--- config.mk ---
export PLATFORM = sky130hd
export DESIGN_NAME = keypad_scanner
export DESIGN_NICKNAME = d
export VERILOG_FILES = /design/src/rtl/keypad_pkg.sv /design/src/rtl/strobe_gen.sv /design/src/rtl/keypad_scanner.sv
export SDC_FILE = /design/constraint.sdc
export NUM_CORES = 1
export LEC_CHECK = 0
export CAP_MARGIN = 40
export CORE_MARGIN = 2
export CORE_UTILIZATION = 50
export CTS_BUF_LIST = sky130_fd_sc_hd__clkbuf_8
export DETAILED_ROUTE_END_ITERATION = 16
export PLACE_DENSITY = 0.8
export SLEW_MARGIN = 40
export SYNTH_ARGS = -nofsm -noshare
export SYNTH_HDL_FRONTEND = slang
export SYNTH_HIERARCHICAL = 1
export SYNTH_SLANG_ARGS = --single-unit
export TNS_END_PERCENT = 20
--- constraint.sdc ---
create_clock -name clk -period 6.48 [get_ports clk]
set_clock_uncertainty 0.15 [all_clocks]
set_input_delay 0.648 -clock clk [delete_from_list [all_inputs] [get_ports clk]]
set_output_delay 0.648 -clock clk [all_outputs]
set_load 0.01 [all_outputs]
--- src/rtl/keypad_pkg.sv ---
// keypad_pkg: shared types and helpers for the matrix keypad scanner.
//   state_t    - scanner FSM states
//   CODE_W     - width of the emitted key code
//   lowest_set - index of the lowest set bit (0 when none set)
package keypad_pkg;

    typedef enum logic [1:0] {
        SCAN             = 2'd0,
        DEBOUNCE_PRESS   = 2'd1,
        PRESSED          = 2'd2,
        DEBOUNCE_RELEASE = 2'd3
    } state_t;

    localparam int CODE_W = 4;

    // Scanning from the top down leaves the lowest set index as the result,
    // which gives the lowest column priority on multi-key presses.
    function automatic logic [3:0] lowest_set(input logic [15:0] v);
        logic [3:0] idx;
        idx = '0;
        for (int i = 15; i >= 0; i--) begin
            if (v[i]) idx = 4'(i);
        end
        return idx;
    endfunction

endpackage

--- src/rtl/strobe_gen.sv ---
// strobe_gen: free-running W-bit counter producing a one-cycle strobe
// every 2**W clk cycles.
//   clk - system clock
//   rst - synchronous reset, active-high (counter to 0)
//   stb - high for one cycle while the counter is all ones
module strobe_gen #(
    parameter int W = 16
) (
    input  logic clk,
    input  logic rst,
    output logic stb
);

    logic [W-1:0] cnt;

    always_ff @(posedge clk) begin
        if (rst) cnt <= '0;
        else     cnt <= cnt + 1'b1;
    end

    assign stb = (cnt == '1);

endmodule

--- src/rtl/keypad_scanner.sv ---
// keypad_scanner: strobes the rows of a ROWS x COLS matrix keypad, reads the
// columns back, debounces and encodes one event per key press.
//   clk       - system clock
//   rst       - synchronous reset, active-high
//   row       - row drive, active-low, exactly one bit low
//   col       - column sense, asynchronous, active-low
//   key_valid - one-cycle pulse when a debounced press is accepted
//   key_code  - row_index*COLS + col_index of the last accepted key
//   key_down  - high from accepted press until accepted release
//
// state            | meaning
// -----------------+-----------------------------------------------------
// SCAN             | rotating rows on each strobe, looking for a low column
// DEBOUNCE_PRESS   | row held, counting strobes where columns match pattern
// PRESSED          | key accepted, row held, waiting for all columns high
// DEBOUNCE_RELEASE | counting strobes with all columns high
module keypad_scanner
    import keypad_pkg::*;
#(
    parameter int ROWS       = 4,
    parameter int COLS       = 4,
    parameter int W          = 16,
    parameter int DEBOUNCE_N = 4
) (
    input  logic              clk,
    input  logic              rst,
    output logic [ROWS-1:0]   row,
    input  logic [COLS-1:0]   col,
    output logic              key_valid,
    output logic [CODE_W-1:0] key_code,
    output logic              key_down
);

    localparam int          RW   = (ROWS > 1) ? $clog2(ROWS) : 1;
    localparam logic [4:0]  DB_N = 5'(DEBOUNCE_N);

    logic            stb;
    logic [COLS-1:0] col_meta, cs;
    state_t          state, next_state;
    logic [RW-1:0]   row_idx;
    logic [3:0]      count;
    logic [4:0]      count_inc;
    logic [COLS-1:0] pattern;

    logic            do_latch, do_accept, do_rotate, do_inc, do_count_one, do_release;
    logic [COLS-1:0] accept_pattern;
    logic [15:0]     col_low;
    logic [3:0]      col_idx;
    logic [CODE_W-1:0] code_calc;

    strobe_gen #(.W(W)) u_strobe_gen (
        .clk (clk),
        .rst (rst),
        .stb (stb)
    );

    assign count_inc = {1'b0, count} + 5'd1;

    // State register plus the datapath it controls.
    always_ff @(posedge clk) begin
        if (rst) begin
            col_meta  <= '1;
            cs        <= '1;
            state     <= SCAN;
            row_idx   <= '0;
            count     <= '0;
            pattern   <= '1;
            key_valid <= 1'b0;
            key_code  <= '0;
            key_down  <= 1'b0;
        end else begin
            col_meta  <= col;
            cs        <= col_meta;
            state     <= next_state;
            key_valid <= do_accept;
            if (do_latch) pattern <= cs;
            if (do_count_one || do_latch) count <= 4'd1;
            else if (do_inc)              count <= count_inc[3:0];
            if (do_rotate) row_idx <= (row_idx == RW'(ROWS - 1)) ? '0 : row_idx + 1'b1;
            if (do_accept) begin
                key_code <= code_calc;
                key_down <= 1'b1;
            end else if (do_release) begin
                key_down <= 1'b0;
            end
        end
    end

    // Next-state and control decisions; everything here is gated by stb.
    always_comb begin
        next_state   = state;
        do_latch     = 1'b0;
        do_accept    = 1'b0;
        do_rotate    = 1'b0;
        do_inc       = 1'b0;
        do_count_one = 1'b0;
        do_release   = 1'b0;
        if (stb) begin
            case (state)
                SCAN: begin
                    if (cs != '1) begin
                        do_latch = 1'b1;
                        if (DB_N <= 5'd1) begin
                            do_accept  = 1'b1;
                            next_state = PRESSED;
                        end else begin
                            next_state = DEBOUNCE_PRESS;
                        end
                    end else begin
                        do_rotate = 1'b1;
                    end
                end
                DEBOUNCE_PRESS: begin
                    if (cs == pattern) begin
                        do_inc = 1'b1;
                        if (count_inc >= DB_N) begin
                            do_accept  = 1'b1;
                            next_state = PRESSED;
                        end
                    end else begin
                        do_rotate  = 1'b1;
                        next_state = SCAN;
                    end
                end
                PRESSED: begin
                    if (cs == '1) begin
                        do_count_one = 1'b1;
                        if (DB_N <= 5'd1) begin
                            do_release = 1'b1;
                            do_rotate  = 1'b1;
                            next_state = SCAN;
                        end else begin
                            next_state = DEBOUNCE_RELEASE;
                        end
                    end
                end
                DEBOUNCE_RELEASE: begin
                    if (cs == '1) begin
                        do_inc = 1'b1;
                        if (count_inc >= DB_N) begin
                            do_release = 1'b1;
                            do_rotate  = 1'b1;
                            next_state = SCAN;
                        end
                    end else begin
                        next_state = PRESSED;
                    end
                end
                default: next_state = SCAN;
            endcase
        end
    end

    // Outputs and code encoding. With a single-strobe debounce the press is
    // accepted from SCAN before pattern is latched, so use cs directly there.
    always_comb begin
        row            = '1;
        row[row_idx]   = 1'b0;
        accept_pattern = (state == SCAN) ? cs : pattern;
        col_low        = '0;
        col_low[COLS-1:0] = ~accept_pattern;
        col_idx        = lowest_set(col_low);
        code_calc      = CODE_W'(int'(row_idx) * COLS + int'(col_idx));
    end

endmodule

Yosys cells after proc, flatten, opt, wreduce, memory -nomap -nowiden
Cells that the tools add are included.
- output and inout port bits: 10
- input bits: 6
- bits in registers: 42
- muxes and demuxes: 39
- equality and inequality tests: 12
- $add $sub $neg: 4
- bitwise operators: 2
- reductions and logical operators: 7
- magnitude comparators: 3
- operators by type and width (kind ; number):
    $mux 1 ; 23
    $add 16x1->16 const B ; 1
    $eq 16x16->1 const B ; 1
    $mux 2 ; 8
    $mux 4 ; 4
    $not 4->4 ; 2
    $pmux 2 s4 ; 1
    $eq 2x2->1 const B ; 3
    $ne 3x3->1 const B ; 2
    $add 4x1->5 const B ; 1
    $ge 5x3->1 const B ; 1
    $reduce_and 5->1 ; 1
    $add 4x4->4 ; 1
    $eq 4x4->1 ; 1
    $eq 4x4->1 const B ; 1
    $ne 2x2->1 const B ; 2
    $ne 4x4->1 const B ; 1
    $reduce_bool 2->1 ; 2
    $lt 2x3->1 const B ; 1
    $pmux 1 s3 ; 1
    $add 2x1->2 const B ; 1
    $demux 1 s2 ; 1
    $eq 2x1->1 const B ; 1
    $ge 2x1->1 const B ; 1
    5 further kinds ; 5

Depth between registers and ports, before layout
- depth after elaboration: 8
- depth in mapped cells: 9
- depth with buffers taken out: 9

Cells and area by module
Netlist, hierarchy kept.
- modules (own cells, without submodules) (module ; times used ; sequential area each (sq um) ; area each (sq um) ; cells each):
    keypad_scanner ; 1 ; 520.5 ; 1297.5 ; 144
    strobe_gen ; 1 ; 320.3 ; 716.9 ; 82

Worst setup path before layout
Ideal clock, no wire load.
- path kind: register -> register
- start point: register u_strobe_gen.cnt[0]
- end point: register key_code[0]
- stages on the path, launching flop included: 10
- buffers on the path: 1
- setup time: 130 ps
- setup slack: 3849 ps
- data required time: 6200 ps
- data arrival time: 2351 ps
- cells stage by stage: dfxtp_1 -> ha_1 -> nand4_1 -> nor4_1 -> and3_1 -> and2_1 -> clkbuf_1 -> o2111ai_4 -> a311oi_1 -> nor3_2
- longest elaborated chain between the ends: 2
- RTL lines (item ; line ; text):
    start, declared ; strobe_gen.sv:14 ; logic [W-1:0] cnt;
    start signal, assigned ; strobe_gen.sv:18 ; else cnt <= cnt + 1'b1;
    $eq 16x16->1 ; strobe_gen.sv:21 ; assign stb = (cnt == '1);
    via stb ; keypad_scanner.sv:37 ; logic stb;
    $mux 1 ; keypad_scanner.sv:98 ; if (stb) begin
    end signal, assigned ; keypad_scanner.sv:81 ; key_code <= code_calc;
    end, declared ; keypad_scanner.sv:30 ; output logic [CODE_W-1:0] key_code,
The timed path passes the listed nets, and every way through them passes these cells.
A chain may end at the register's enable or synchronous reset.

Worst setup path after layout
Same ends and word-level chain as after synthesis.

==> qor.log <==
INFO  status         run_status=completed
INFO  global_routing grt_pass1_vias=1,478
INFO  placement      detailedPlacementHpwl=2450um
INFO  sta            period_minus_slack=2.90ns
INFO  yosys          post_synthesis_cell_area=2010um^2
INFO  yosys          synth-seq-area-share=41.7%
INFO  sta            slew_violations=0
INFO  clocking       ctsResizeCount=0
INFO  drt            wire_per_inst=12.1um
INFO  yosys          yosysTopAreaCell=dfxtp_1
INFO  critical_path  critical_path.startpoint_type=flop
INFO  global_routing globalRouteTotalUtil=17.9%
INFO  pwr            p_per_area=194nW/um^2
INFO  sta            setup_violations=0
INFO  floorplan      die_height=67.5um
INFO  cells_and_area final_layout_size_suffix_gt1_share=11.3%
INFO  yosys          yosysUniqueCellTypes=44
INFO  job            timing.max_cap.violations=0
INFO  yosys          synth-main-ff-cell=dfxtp_1
INFO  global_routing grt_pass1_wl=6330um
INFO  drt            drt_iter0_markers=77
INFO  sta            rsz0062_at_grt=false
INFO  clocking       cts_num_sinks=42
INFO  clocking       cts.reportedPaths.clkPinSlew=0.07ns
INFO  cells_and_area cell_area_after_layout=2280um^2
INFO  clocking       cts-buffers-inserted=5
INFO  global_routing initial_antenna_violation_count=0
INFO  clocking       cts_setup_buffers=0
INFO  drt            firstDrtPassIters=5
INFO  critical_path  worst-setup-path-type=flop to flop
INFO  yosys          postSynthRegisterBits=42
INFO  yosys          syn_area_per_cell=8.91um^2
INFO  sta            layout_worst_path_cycle_share=44.7%
INFO  floorplan      design.die.area=4550um^2
INFO  critical_path  critical_path_peak_fanout=8
INFO  floorplan      top_level_ports=16
INFO  sta            finalSetupTns=0ns
INFO  cells_and_area final_core_utilization=57.8%
INFO  floorplan      die_width=67.5um
INFO  clocking       clk_latency=0.29ns
INFO  critical_path  timing.critical_path.cells=ha_1 > nand4_1 > nor4_1 > and3_1 > and2_1 > o2111ai_4 > a311oi_1 > nor3_2
INFO  drt            postRouteAntennaNets=0
INFO  pwr            share_comb_of_total_power=5.2%
INFO  hold_path      worstHoldPathType=flop to flop
INFO  pwr            pwr-share-seq=60.0%
INFO  yosys          postSynthCellCount=226
INFO  pwr            swShare=22.1%
INFO  pwr            p_switching=97.5uW
INFO  pwr            irDropWorstVdd=155uV
INFO  sta            timing.slew.headroom=68.3%
INFO  floorplan      core.rowCount=23
INFO  clocking       htreeDepth=2
INFO  drt            vias_per_cell=5.50
INFO  cells_and_area fin_nets=253
INFO  yosys          synth.area.top_cells=dfxtp_1 42%, nor2_1 4.5%, ha_1 4.3%, a21oi_1 3.2%, xor2_1 3.0%
INFO  critical_path  cp.arrival=2.91ns
INFO  floorplan      floorplan.initialDensity=51.1%
INFO  clocking       tritoncts=yes
INFO  cells_and_area num_antenna_cells=0
INFO  global_routing overflow=0
INFO  sta            max_freq=345MHz
INFO  cells_and_area area_growth_syn_to_layout=13.0%
INFO  drt            drc=0
INFO  yosys          mappedNetlistNets=239
INFO  critical_path  endpoint_kind=flop
INFO  clocking       cts_max_path_buffers=2
INFO  placement      io_buffer_count=15
INFO  critical_path  cpPeakStageDelay=0.43ns
INFO  placement      last_weighted_congestion_value_of_the_routability_driven_placer=0.856
INFO  critical_path  critPathRequiredTime=6.49ns
INFO  drt            drt-total-wl=3520um
INFO  yosys          ys_async_sr_fraction=0%
INFO  pwr            power.total=442uW
INFO  yosys          total_number_of_yosys_warnings=6
INFO  floorplan      design.core.area=3940um^2
INFO  global_routing largest_net_degree_at_the_start_of_global_routing=47
INFO  drt            via_count=1,595
INFO  yosys          post_synth_edffs=0
INFO  pwr            cellInternalPower=344uW
INFO  clocking       clock_tree.root_cell=clkbuf_8
INFO  placement      placed_cell_area=2200um^2
INFO  critical_path  critical_path.slowest_cell=nor4_1
INFO  yosys          yosys.area.top_type_share=41.7%
INFO  pwr            power_frac_clock=34.8%
INFO  clocking       cts_hold_buf=0
INFO  sta            timing_hold_violations_final=0
INFO  pwr            power_leakage=0.874nW
INFO  sta            worst_pin_slew=0.472ns
[registers in the layout, indices dropped and copies added, names as in the netlist, 2 cells and up]
register,flops
pattern,4
key_code,4
count,4
cs,4
state,2
u_strobe_gen/cnt,16
row_idx,2
col_meta,4
[final cells by class]
class / count / area [um^2]
clock buffer: 5 / 68.8
clock inverter: 2 / 10.0
fill: 345 / 1670
inverter: 15 / 56.3
multi-input combinational: 160 / 1080
sequential: 42 / 841
tap: 50 / 62.6
timing repair buffer: 16 / 158
[synthesized netlist by cell type (5+ instances only)]
| cell type | instances |
|---|---|
| nand3_1 | 8 |
| a21oi_1 | 13 |
| o31ai_1 | 6 |
| or2_2 | 8 |
| inv_1 | 15 |
| nor2_1 | 24 |
| nand4_1 | 7 |
| ha_1 | 7 |
| nor2b_1 | 6 |
| xor2_1 | 7 |
| dfxtp_1 | 42 |
| mux2_2 | 5 |
| o21ai_0 | 8 |
| or4_1 | 5 |
| nand2_1 | 12 |
| clkbuf_1 | 6 |
[power groups by stage]
stage / sequential, mW / clock (mW) / combinational, mW
floorplan: 0.271 / 0 / 0.0167
global placement: 0.271 / 0 / 0.0226
detailed placement: 0.271 / 0 / 0.0228
CTS: 0.265 / 0.160 / 0.0229
global route: 0.266 / 0.171 / 0.0260
finish: 0.265 / 0.154 / 0.0228
[layer usage]
layer	routed length, um	up-vias	global-route usage, %
met3	101	5	4.33
met4	43	0	6.12
li1	-	826	-
met2	1640	21	29.9
met1	1730	743	22.5
met5	0	-	0
[worst paths after layout]
path	start	to	slack [ns]	depth (start not counted)
max	u_strobe_gen/cnt[0]	key_code[0]	3.58	8
min	col_meta[1]	cs[1]	0.26	1
max reg2reg	u_strobe_gen/cnt[0]	key_code[0]	3.58	8
min reg2reg	col_meta[1]	cs[1]	0.26	1
[kinds of logic (layout without fill, tap and decap cells)]
family,count (synthesis),count (layout),synth area share [%]
AND/OR/NAND/NOR,92,92,25.3
AO/OA/AOI/OAI,43,43,15.3
flip-flops,42,42,41.7
buffers and inverters,24,38,4.60
XOR/XNOR,9,9,3.91
multiplexers,9,9,4.78
adder cells (fa/ha/maj),7,7,4.35
[through the flow]
step           setup slack (ns)  std cells  hold slack, ns
2_1_floorplan              3.85        226           0.239
3_3_place_gp               3.73        283           0.241
3_5_place_dp               3.62        283           0.244
4_1_cts                    3.58        290           0.263
5_1_grt                    3.30        290           0.279
6_report                   3.58        290           0.261
[critical path: cells and delay by family, from the launching register on]
kind,cells,cell delay [ns]
flops,1,0.40
fa+ha+maj,1,0.25
compound gates,2,0.58
simple gates,5,1.41
[placed cells by master (no fill, tap or decap), types with 3 or more instances in the layout]
cell             instances
a21oi_1                 13
or2_2                    8
clkbuf_8                 5
o21ai_0                  8
nor2_1                  24
clkdlybuf4s50_1         15
or4_1                    5
mux2_2                   5
nor2b_1                  6
a211o_1                  4
nor3_1                   3
dfxtp_1                 42
o31ai_1                  6
mux2i_1                  4
inv_1                   15
nand3_1                  8
and2_1                   3
nor4_1                   4
nand2_1                 12
xor2_1                   7
nand2b_1                 3
ha_1                     7
nand4_1                  7
Note: power is estimated with default switching activity, not from simulation.
